<file path="src/rtl/midi_voice_alloc_if.sv">
// Note-event bus from the MIDI parser into the voice allocator.
interface midi_voice_alloc_if;
  logic       note_on;
  logic       note_off;
  logic [6:0] note_number;
  logic [6:0] velocity;

  modport master (output note_on, output note_off, output note_number, output velocity);
  modport slave  (input  note_on, input  note_off, input  note_number, input  velocity);
endinterface

</file>
<file path="src/rtl/midi_voice_alloc.sv">
// Polyphonic voice allocator: note-to-voice assignment, delay/divider lookup, burst/ring/release sequencing.
// Optional build macro VOICE_STEAL_EN enables round-robin voice stealing when every voice is busy.
module midi_voice_alloc #(
  parameter int unsigned NUM_VOICES  = 12,
  parameter int unsigned DELAY_W     = 10,
  parameter int unsigned RELEASE_LEN = 1024
) (
  input  logic                          a_clk,
  input  logic                          reset_n,
  midi_voice_alloc_if.slave             bus,
  input  logic [NUM_VOICES-1:0]         i_voice_tick,
  input  logic [16*NUM_VOICES-1:0]      i_noise_in,
  output logic [2*NUM_VOICES-1:0]       o_voice_state,
  output logic [7*NUM_VOICES-1:0]       o_voice_note,
  output logic [DELAY_W*NUM_VOICES-1:0] o_voice_delay,
  output logic [4*NUM_VOICES-1:0]       o_voice_div,
  output logic [24*NUM_VOICES-1:0]      o_voice_excite,
  output logic [NUM_VOICES-1:0]         o_voice_damp,
  output logic                          o_drop_pulse
);
  localparam int unsigned REL_W = $clog2(RELEASE_LEN + 1);
  localparam int unsigned CNT_W = (DELAY_W > REL_W) ? DELAY_W : REL_W;
  localparam int unsigned VI_W  = (NUM_VOICES > 1) ? $clog2(NUM_VOICES) : 1;

  typedef enum logic [1:0] {
    S_IDLE    = 2'd0,
    S_BURST   = 2'd1,
    S_RING    = 2'd2,
    S_RELEASE = 2'd3
  } voice_state_e;

  voice_state_e        r_state  [NUM_VOICES];
  logic [6:0]          r_note   [NUM_VOICES];
  logic [DELAY_W-1:0]  r_delay  [NUM_VOICES];
  logic [3:0]          r_div    [NUM_VOICES];
  logic [6:0]          r_vel    [NUM_VOICES];
  logic [CNT_W-1:0]    r_cnt    [NUM_VOICES];
  logic signed [23:0]  r_excite [NUM_VOICES];
  logic                r_drop;

  voice_state_e        w_state_nxt  [NUM_VOICES];
  logic [CNT_W-1:0]    w_cnt_nxt    [NUM_VOICES];
  logic signed [23:0]  w_excite_nxt [NUM_VOICES];
  logic signed [23:0]  w_prod       [NUM_VOICES];

  logic [3:0]          w_pc, w_oct;
  logic [9:0]          w_base;
  logic [DELAY_W-1:0]  w_new_delay;
  logic [3:0]          w_new_div;

  logic                w_on, w_off, w_match_hit, w_idle_hit;
  logic                w_alloc, w_release, w_drop;
  logic [VI_W-1:0]     w_match_idx, w_idle_idx, w_alloc_idx;
`ifdef VOICE_STEAL_EN
  logic [VI_W-1:0]     r_steal;
  logic                w_steal;
`endif

  always_comb begin
    w_pc  = 4'(bus.note_number % 7'd12);
    w_oct = 4'(bus.note_number / 7'd12);
    case (w_pc)
      4'd0:    w_base = 10'd734;
      4'd1:    w_base = 10'd693;
      4'd2:    w_base = 10'd654;
      4'd3:    w_base = 10'd617;
      4'd4:    w_base = 10'd582;
      4'd5:    w_base = 10'd550;
      4'd6:    w_base = 10'd519;
      4'd7:    w_base = 10'd490;
      4'd8:    w_base = 10'd462;
      4'd9:    w_base = 10'd436;
      4'd10:   w_base = 10'd412;
      default: w_base = 10'd389;
    endcase
    // Top octave runs at full a_clk, so the delay is halved (rounded) instead of dividing further.
    if (w_oct == 4'd10) begin
      w_new_delay = DELAY_W'((11'(w_base) + 11'd1) >> 1);
      w_new_div   = '0;
    end else begin
      w_new_delay = DELAY_W'(w_base);
      w_new_div   = 4'd9 - w_oct;
    end
  end

  always_comb begin
    w_on        = bus.note_on && (bus.velocity != '0);
    w_off       = !w_on && (bus.note_off || bus.note_on);
    w_match_hit = 1'b0;
    w_match_idx = '0;
    w_idle_hit  = 1'b0;
    w_idle_idx  = '0;
    for (int unsigned v = 0; v < NUM_VOICES; v++) begin
      if (!w_match_hit && r_state[v] != S_IDLE && r_note[v] == bus.note_number) begin
        w_match_hit = 1'b1;
        w_match_idx = VI_W'(v);
      end
      if (!w_idle_hit && r_state[v] == S_IDLE) begin
        w_idle_hit = 1'b1;
        w_idle_idx = VI_W'(v);
      end
    end
    w_alloc     = 1'b0;
    w_alloc_idx = '0;
    w_drop      = 1'b0;
`ifdef VOICE_STEAL_EN
    w_steal     = 1'b0;
`endif
    if (w_on) begin
      if (w_match_hit) begin
        w_alloc     = 1'b1;
        w_alloc_idx = w_match_idx;
      end else if (w_idle_hit) begin
        w_alloc     = 1'b1;
        w_alloc_idx = w_idle_idx;
      end else begin
`ifdef VOICE_STEAL_EN
        w_alloc     = 1'b1;
        w_alloc_idx = r_steal;
        w_steal     = 1'b1;
`else
        w_drop      = 1'b1;
`endif
      end
    end
    w_release = w_off && w_match_hit && (r_state[w_match_idx] != S_RELEASE);
  end

  always_comb begin
    for (int unsigned v = 0; v < NUM_VOICES; v++) begin
      w_prod[v]       = 24'($signed(i_noise_in[16*v +: 16])) * 24'($signed({1'b0, r_vel[v]}));
      w_state_nxt[v]  = r_state[v];
      w_cnt_nxt[v]    = r_cnt[v];
      w_excite_nxt[v] = r_excite[v];
      if (w_alloc && w_alloc_idx == VI_W'(v)) begin
        w_state_nxt[v] = S_BURST;
        w_cnt_nxt[v]   = CNT_W'(w_new_delay);
      end else if (w_release && w_match_idx == VI_W'(v)) begin
        w_state_nxt[v]  = S_RELEASE;
        w_cnt_nxt[v]    = CNT_W'(RELEASE_LEN);
        w_excite_nxt[v] = '0;
      end else if (i_voice_tick[v]) begin
        case (r_state[v])
          S_BURST: begin
            if (r_cnt[v] <= CNT_W'(1)) begin
              w_state_nxt[v]  = S_RING;
              w_cnt_nxt[v]    = '0;
              w_excite_nxt[v] = '0;
            end else begin
              w_cnt_nxt[v]    = r_cnt[v] - CNT_W'(1);
              w_excite_nxt[v] = w_prod[v];
            end
          end
          S_RELEASE: begin
            if (r_cnt[v] <= CNT_W'(1)) begin
              w_state_nxt[v] = S_IDLE;
              w_cnt_nxt[v]   = '0;
            end else begin
              w_cnt_nxt[v]   = r_cnt[v] - CNT_W'(1);
            end
          end
          default: ;
        endcase
      end
    end
  end

  always_ff @(posedge a_clk) begin
    if (!reset_n) begin
      for (int unsigned v = 0; v < NUM_VOICES; v++) begin
        r_state[v]  <= S_IDLE;
        r_note[v]   <= '0;
        r_delay[v]  <= DELAY_W'(734);
        r_div[v]    <= '0;
        r_vel[v]    <= '0;
        r_cnt[v]    <= '0;
        r_excite[v] <= '0;
      end
      r_drop <= 1'b0;
`ifdef VOICE_STEAL_EN
      r_steal <= '0;
`endif
    end else begin
      for (int unsigned v = 0; v < NUM_VOICES; v++) begin
        r_state[v]  <= w_state_nxt[v];
        r_cnt[v]    <= w_cnt_nxt[v];
        r_excite[v] <= w_excite_nxt[v];
        if (w_alloc && w_alloc_idx == VI_W'(v)) begin
          r_note[v]  <= bus.note_number;
          r_delay[v] <= w_new_delay;
          r_div[v]   <= w_new_div;
          r_vel[v]   <= bus.velocity;
        end
      end
      r_drop <= w_drop;
`ifdef VOICE_STEAL_EN
      if (w_steal) r_steal <= (r_steal == VI_W'(NUM_VOICES - 1)) ? '0 : r_steal + VI_W'(1);
`endif
    end
  end

  always_comb begin
    for (int unsigned v = 0; v < NUM_VOICES; v++) begin
      o_voice_state[2*v +: 2]             = r_state[v];
      o_voice_note[7*v +: 7]              = r_note[v];
      o_voice_delay[DELAY_W*v +: DELAY_W] = r_delay[v];
      o_voice_div[4*v +: 4]               = r_div[v];
      o_voice_excite[24*v +: 24]          = r_excite[v];
      o_voice_damp[v]                     = (r_state[v] == S_RELEASE);
    end
  end

  assign o_drop_pulse = r_drop;
endmodule

</file>
<file path="src/flat_wrapper.sv">
// flat-port wrapper written by rule: the top's interface ports become plain ports
module midi_voice_alloc_flat 
#(
  parameter int unsigned NUM_VOICES  = 12,
  parameter int unsigned DELAY_W     = 10,
  parameter int unsigned RELEASE_LEN = 1024
)
  (a_clk, reset_n, i_voice_tick, i_noise_in, o_voice_state, o_voice_note, o_voice_delay, o_voice_div, o_voice_excite, o_voice_damp, o_drop_pulse, bus_note_on, bus_note_off, bus_note_number, bus_velocity);
  midi_voice_alloc_if bus_i ();
  input  logic a_clk;
  input  logic reset_n;
  input  logic [NUM_VOICES-1:0] i_voice_tick;
  input  logic [16*NUM_VOICES-1:0] i_noise_in;
  output logic [2*NUM_VOICES-1:0] o_voice_state;
  output logic [7*NUM_VOICES-1:0] o_voice_note;
  output logic [DELAY_W*NUM_VOICES-1:0] o_voice_delay;
  output logic [4*NUM_VOICES-1:0] o_voice_div;
  output logic [24*NUM_VOICES-1:0] o_voice_excite;
  output logic [NUM_VOICES-1:0] o_voice_damp;
  output logic o_drop_pulse;
  input wire logic [$bits(bus_i.note_on)-1:0] bus_note_on;
  input wire logic [$bits(bus_i.note_off)-1:0] bus_note_off;
  input wire logic [$bits(bus_i.note_number)-1:0] bus_note_number;
  input wire logic [$bits(bus_i.velocity)-1:0] bus_velocity;
  assign bus_i.note_on = bus_note_on;
  assign bus_i.note_off = bus_note_off;
  assign bus_i.note_number = bus_note_number;
  assign bus_i.velocity = bus_velocity;
  midi_voice_alloc #(.NUM_VOICES(NUM_VOICES), .DELAY_W(DELAY_W), .RELEASE_LEN(RELEASE_LEN)) u_core (.a_clk(a_clk), .reset_n(reset_n), .bus(bus_i), .i_voice_tick(i_voice_tick), .i_noise_in(i_noise_in), .o_voice_state(o_voice_state), .o_voice_note(o_voice_note), .o_voice_delay(o_voice_delay), .o_voice_div(o_voice_div), .o_voice_excite(o_voice_excite), .o_voice_damp(o_voice_damp), .o_drop_pulse(o_drop_pulse));
endmodule
</file>
<file path="config.mk">
export PLATFORM = sky130hd
export DESIGN_NAME = midi_voice_alloc_flat
export DESIGN_NICKNAME = d
export VERILOG_FILES = /design/src/rtl/midi_voice_alloc_if.sv /design/src/rtl/midi_voice_alloc.sv /design/src/flat_wrapper.sv
export SDC_FILE = /design/constraint.sdc
export NUM_CORES = 2
export LEC_CHECK = 0
export CORE_ASPECT_RATIO = 1.2
export CORE_MARGIN = 2
export CORE_UTILIZATION = 25
export CTS_CLUSTER_SIZE = 14
export DETAILED_ROUTE_END_ITERATION = 8
export GPL_TIMING_DRIVEN = 0
export PLACE_DENSITY = 0.41
export SYNTH_ARGS = -nofsm -noshare
export SYNTH_HDL_FRONTEND = slang
export SYNTH_SLANG_ARGS = --single-unit
</file>
<file path="constraint.sdc">
create_clock -name a_clk -period 8 [get_ports a_clk]
set_clock_uncertainty 0.2 [all_clocks]
set_input_delay 1.2 -clock a_clk [delete_from_list [all_inputs] [get_ports a_clk]]
set_output_delay 1.2 -clock a_clk [all_outputs]
set_load 0.1 [all_outputs]
</file>
==> impl_metrics.py <==
metrics = {
    "placed_design": {
        "placed_area_um2": 95500,
        "post-place-cells": 13900,
        "port_buffers": 796,
        "dp_hpwl_mm": 275,
        "place_congestion": 0.889,
    },
    "drt": {
        "routedWlPerCell_um": 23.5,
        "dr.pass1.iters": 7,
        "drt_iter0_drc": 3819,
        "num_vias": 66500,
        "drc": 0,
        "vias_per_cell": 4.69,
        "ant_nets": 0,
        "routed_wl_mm": 332,
    },
    "clock_network": {
        "cts.clk_slew.worst_paths_ps": 60,
        "cts.path.max_buffers": 4,
        "root_buffer": "clkbuf_16",
        "clock-sinks": 781,
        "cts_setup_buffers": 0,
        "cts_tree": "yes",
        "cts_buffers": 104,
        "clk-insertion-delay-late_ps": 900,
        "h-tree-depth": 3,
    },
    "hold_path": {
        "hp-class": "register to register",
    },
    "run_status": {
        "status": "complete, but fails checks",
        "violations": "capacitance limit, slew limit",
    },
    "cells_and_area": {
        "drive_gt1_share_pct": 3.68,
        "final_common_cell": "inv_1",
        "syn_to_final_growth_pct": 21.5,
        "nets": 11700,
        "fin_cells": 14200,
        "final_area_um2": 99100,
        "final_cell_mix": "inv_1, fa_1, and2_1",
        "utilization_pct": 30.5,
    },
    "setup_path": {
        "cp.arrival_ps": 7980,
        "critPathCaptureType": "register",
        "critPathKind": "primary input to register",
        "crit_required_ps": 8390,
        "startpoint_type": "primary input",
        "crit_fanout": 10,
    },
    "synth": {
        "syn-num-nets": 10700,
        "synthCells": 8847,
        "synth.area.top_cells": "fa_1, edfxtp_1, dfxtp_1, ha_1, and2_1",
        "async_reset_ff_share_pct": 0,
        "syn_area_um2": 81500,
        "yosysSeqAreaShare_pct": 23.3,
        "synth_top_flop_cell": "dfxtp_1",
        "synth_edf_count": 336,
        "synth_area_leader_cell": "fa_1",
        "synthDistinctLibCells": 99,
        "yosysTopAreaCellShare_pct": 25.3,
        "yosysWarningCount": 0,
        "ys_seq_elements": 781,
        "syn_avg_cell_area_um2": 9.22,
    },
    "die": {
        "io_pins": 799,
        "core-area_um2": 324000,
        "chipWidth_um": 525,
        "rows": 229,
        "die_area_um2": 331000,
        "die_h_um": 630,
        "start_util_pct": 25.1,
    },
    "timing": {
        "timing.final.crit_share_pct": 94.8,
        "slew_headroom_pct": -0.265,
        "fmax_mhz": 132,
        "fin_crit_ps": 7590,
        "worstMarginPinSlew_ps": 1500,
        "setup_viol": 0,
        "hold_viol": 0,
        "drv_slew": 1,
        "rsz0062_at_grt": "false",
    },
    "global_routing": {
        "antenna_found_initial": 55,
        "grt_max_degree": 29,
        "overflow": 0,
        "grt_pass1_wl_mm": 484,
        "grt_usage_pct": 19.8,
        "grt_pass1_vias": 70200,
    },
    "pwr": {
        "p_per_area_nw_per_um2": 186,
        "cellLeakagePower_nw": 42.3,
        "ir_drop_mv": 0.182,
    },
    "job": {
        "maxCapViolations": 1,
    },
}
==> cell families after synthesis <==
family | Yosys count | share of synthesized area [%]
AOI/OAI and AO/OA | 1156 | 9.76
xor gates and xnor gates | 387 | 4.16
adders and majority gates | 1652 | 34.9
buffers and inverters | 1690 | 8.02
DFF | 781 | 23.3
muxes | 56 | 0.694
and+or+nand+nor | 3125 | 19.2
==> path summary, 6_finish.rpt <==
path | slack [ps] | start | endpoint | depth (start not counted)
worst max-delay path | 410 | bus_note_number[6] | u_core.r_delay[4][17] | 19
worst max register to register | 1260 | u_core.r_vel[2][10] | u_core.r_excite[9][22] | 21
worst min-delay path | 250 | u_core.r_excite[3][0] | u_core.r_excite[3][0] | 2
worst min register to register | 250 | u_core.r_excite[3][0] | u_core.r_excite[3][0] | 2
==> cell usage after synthesis (52+ instances only) <==
| master | instances |
|---|---|
| xor2_1 | 150 |
| clkbuf_1 | 237 |
| ha_1 | 620 |
| fa_1 | 1032 |
| a21oi_1 | 315 |
| edfxtp_1 | 336 |
| inv_1 | 1371 |
| nor3_1 | 170 |
| xnor2_1 | 237 |
| nor2_1 | 650 |
| a31oi_1 | 55 |
| dfxtp_1 | 445 |
| a22o_1 | 85 |
| nand2_1 | 796 |
| o21ai_0 | 145 |
| mux2i_1 | 52 |
| and2_1 | 1023 |
| or3_1 | 52 |
| nand3_1 | 166 |
| a22oi_1 | 85 |
==> registers in the layout (all words and copies together) (netlist names) <==
name,cells
u_core.r_cnt,132
u_core.r_state,24
u_core.r_vel,84
u_core.o_drop_pulse,1
u_core.r_delay,120
u_core.r_note,84
u_core.r_div,48
u_core.r_excite,288
==> what timing repair did <==
action                                  4_1_cts  5_1_grt
endpoints found under the setup margin        0       16
hold buffers                                  0        0
gates resized for setup                       0        2
==> routing by layer <==
| metal | vias to the layer above | GRT usage (%) | share of wire [%] |
|---|---|---|---|
| met1 | 33800 | 24.2 | 41 |
| li1 | 30700 | - | - |
| met3 | 387 | 4.00 | 5.8 |
| met5 | - | 0 | 0.068 |
| met4 | 34 | 7.20 | 4.0 |
| met2 | 1633 | 34.3 | 49 |
==> through the flow <==
step	hold slack [ps]	setup WS (ps)	setup TNS [ps]	power, mW
after detailed placement	247	-711	-15030	13.6
after CTS	256	260	0	18.8
after floorplan	249	1720	0	11.1
final	252	413	0	18.4
after global routing	285	160	0	20.0
after global placement	246	-1010	-132580	13.6
==> cell type report <==
cell class,instances,area (um2)
diodes,28,70.1
plain buffers,318,1420
fillers,34200,225000
repair buffers,826,8500
clock buffers,144,3030
multi-input cells,6376,56100
flip-flops and latches,781,19000
well taps,4273,5350
inverters,1372,5150
clock inverters,44,484
==> critical path: stages <==
cell	delay, ps
clkdlybuf4s50_1	490
ha_1	280
buf_2	210
o311ai_0	750
nand3_1	360
a311oi_1	760
nor2_1	260
o211ai_1	220
o31ai_1	120
inv_1	90
ha_1	210
and3b_1	170
nand4_1	160
nor2_1	150
a21oi_1	60
nor2_1	720
clkbuf_1	890
clkbuf_2	720
nand2_1	140
==> power by group <==
group / total (mW) / internal, mW / switching [mW] / leakage (nW)
clock network: 4.99 / 2.88 / 2.11 / 1.72
logic: 9.06 / 3.58 / 5.48 / 33.7
registers: 4.38 / 4.26 / 0.117 / 6.81
total: 18.4 / 10.7 / 7.71 / 42.3
(Power assumes the default switching activity.)
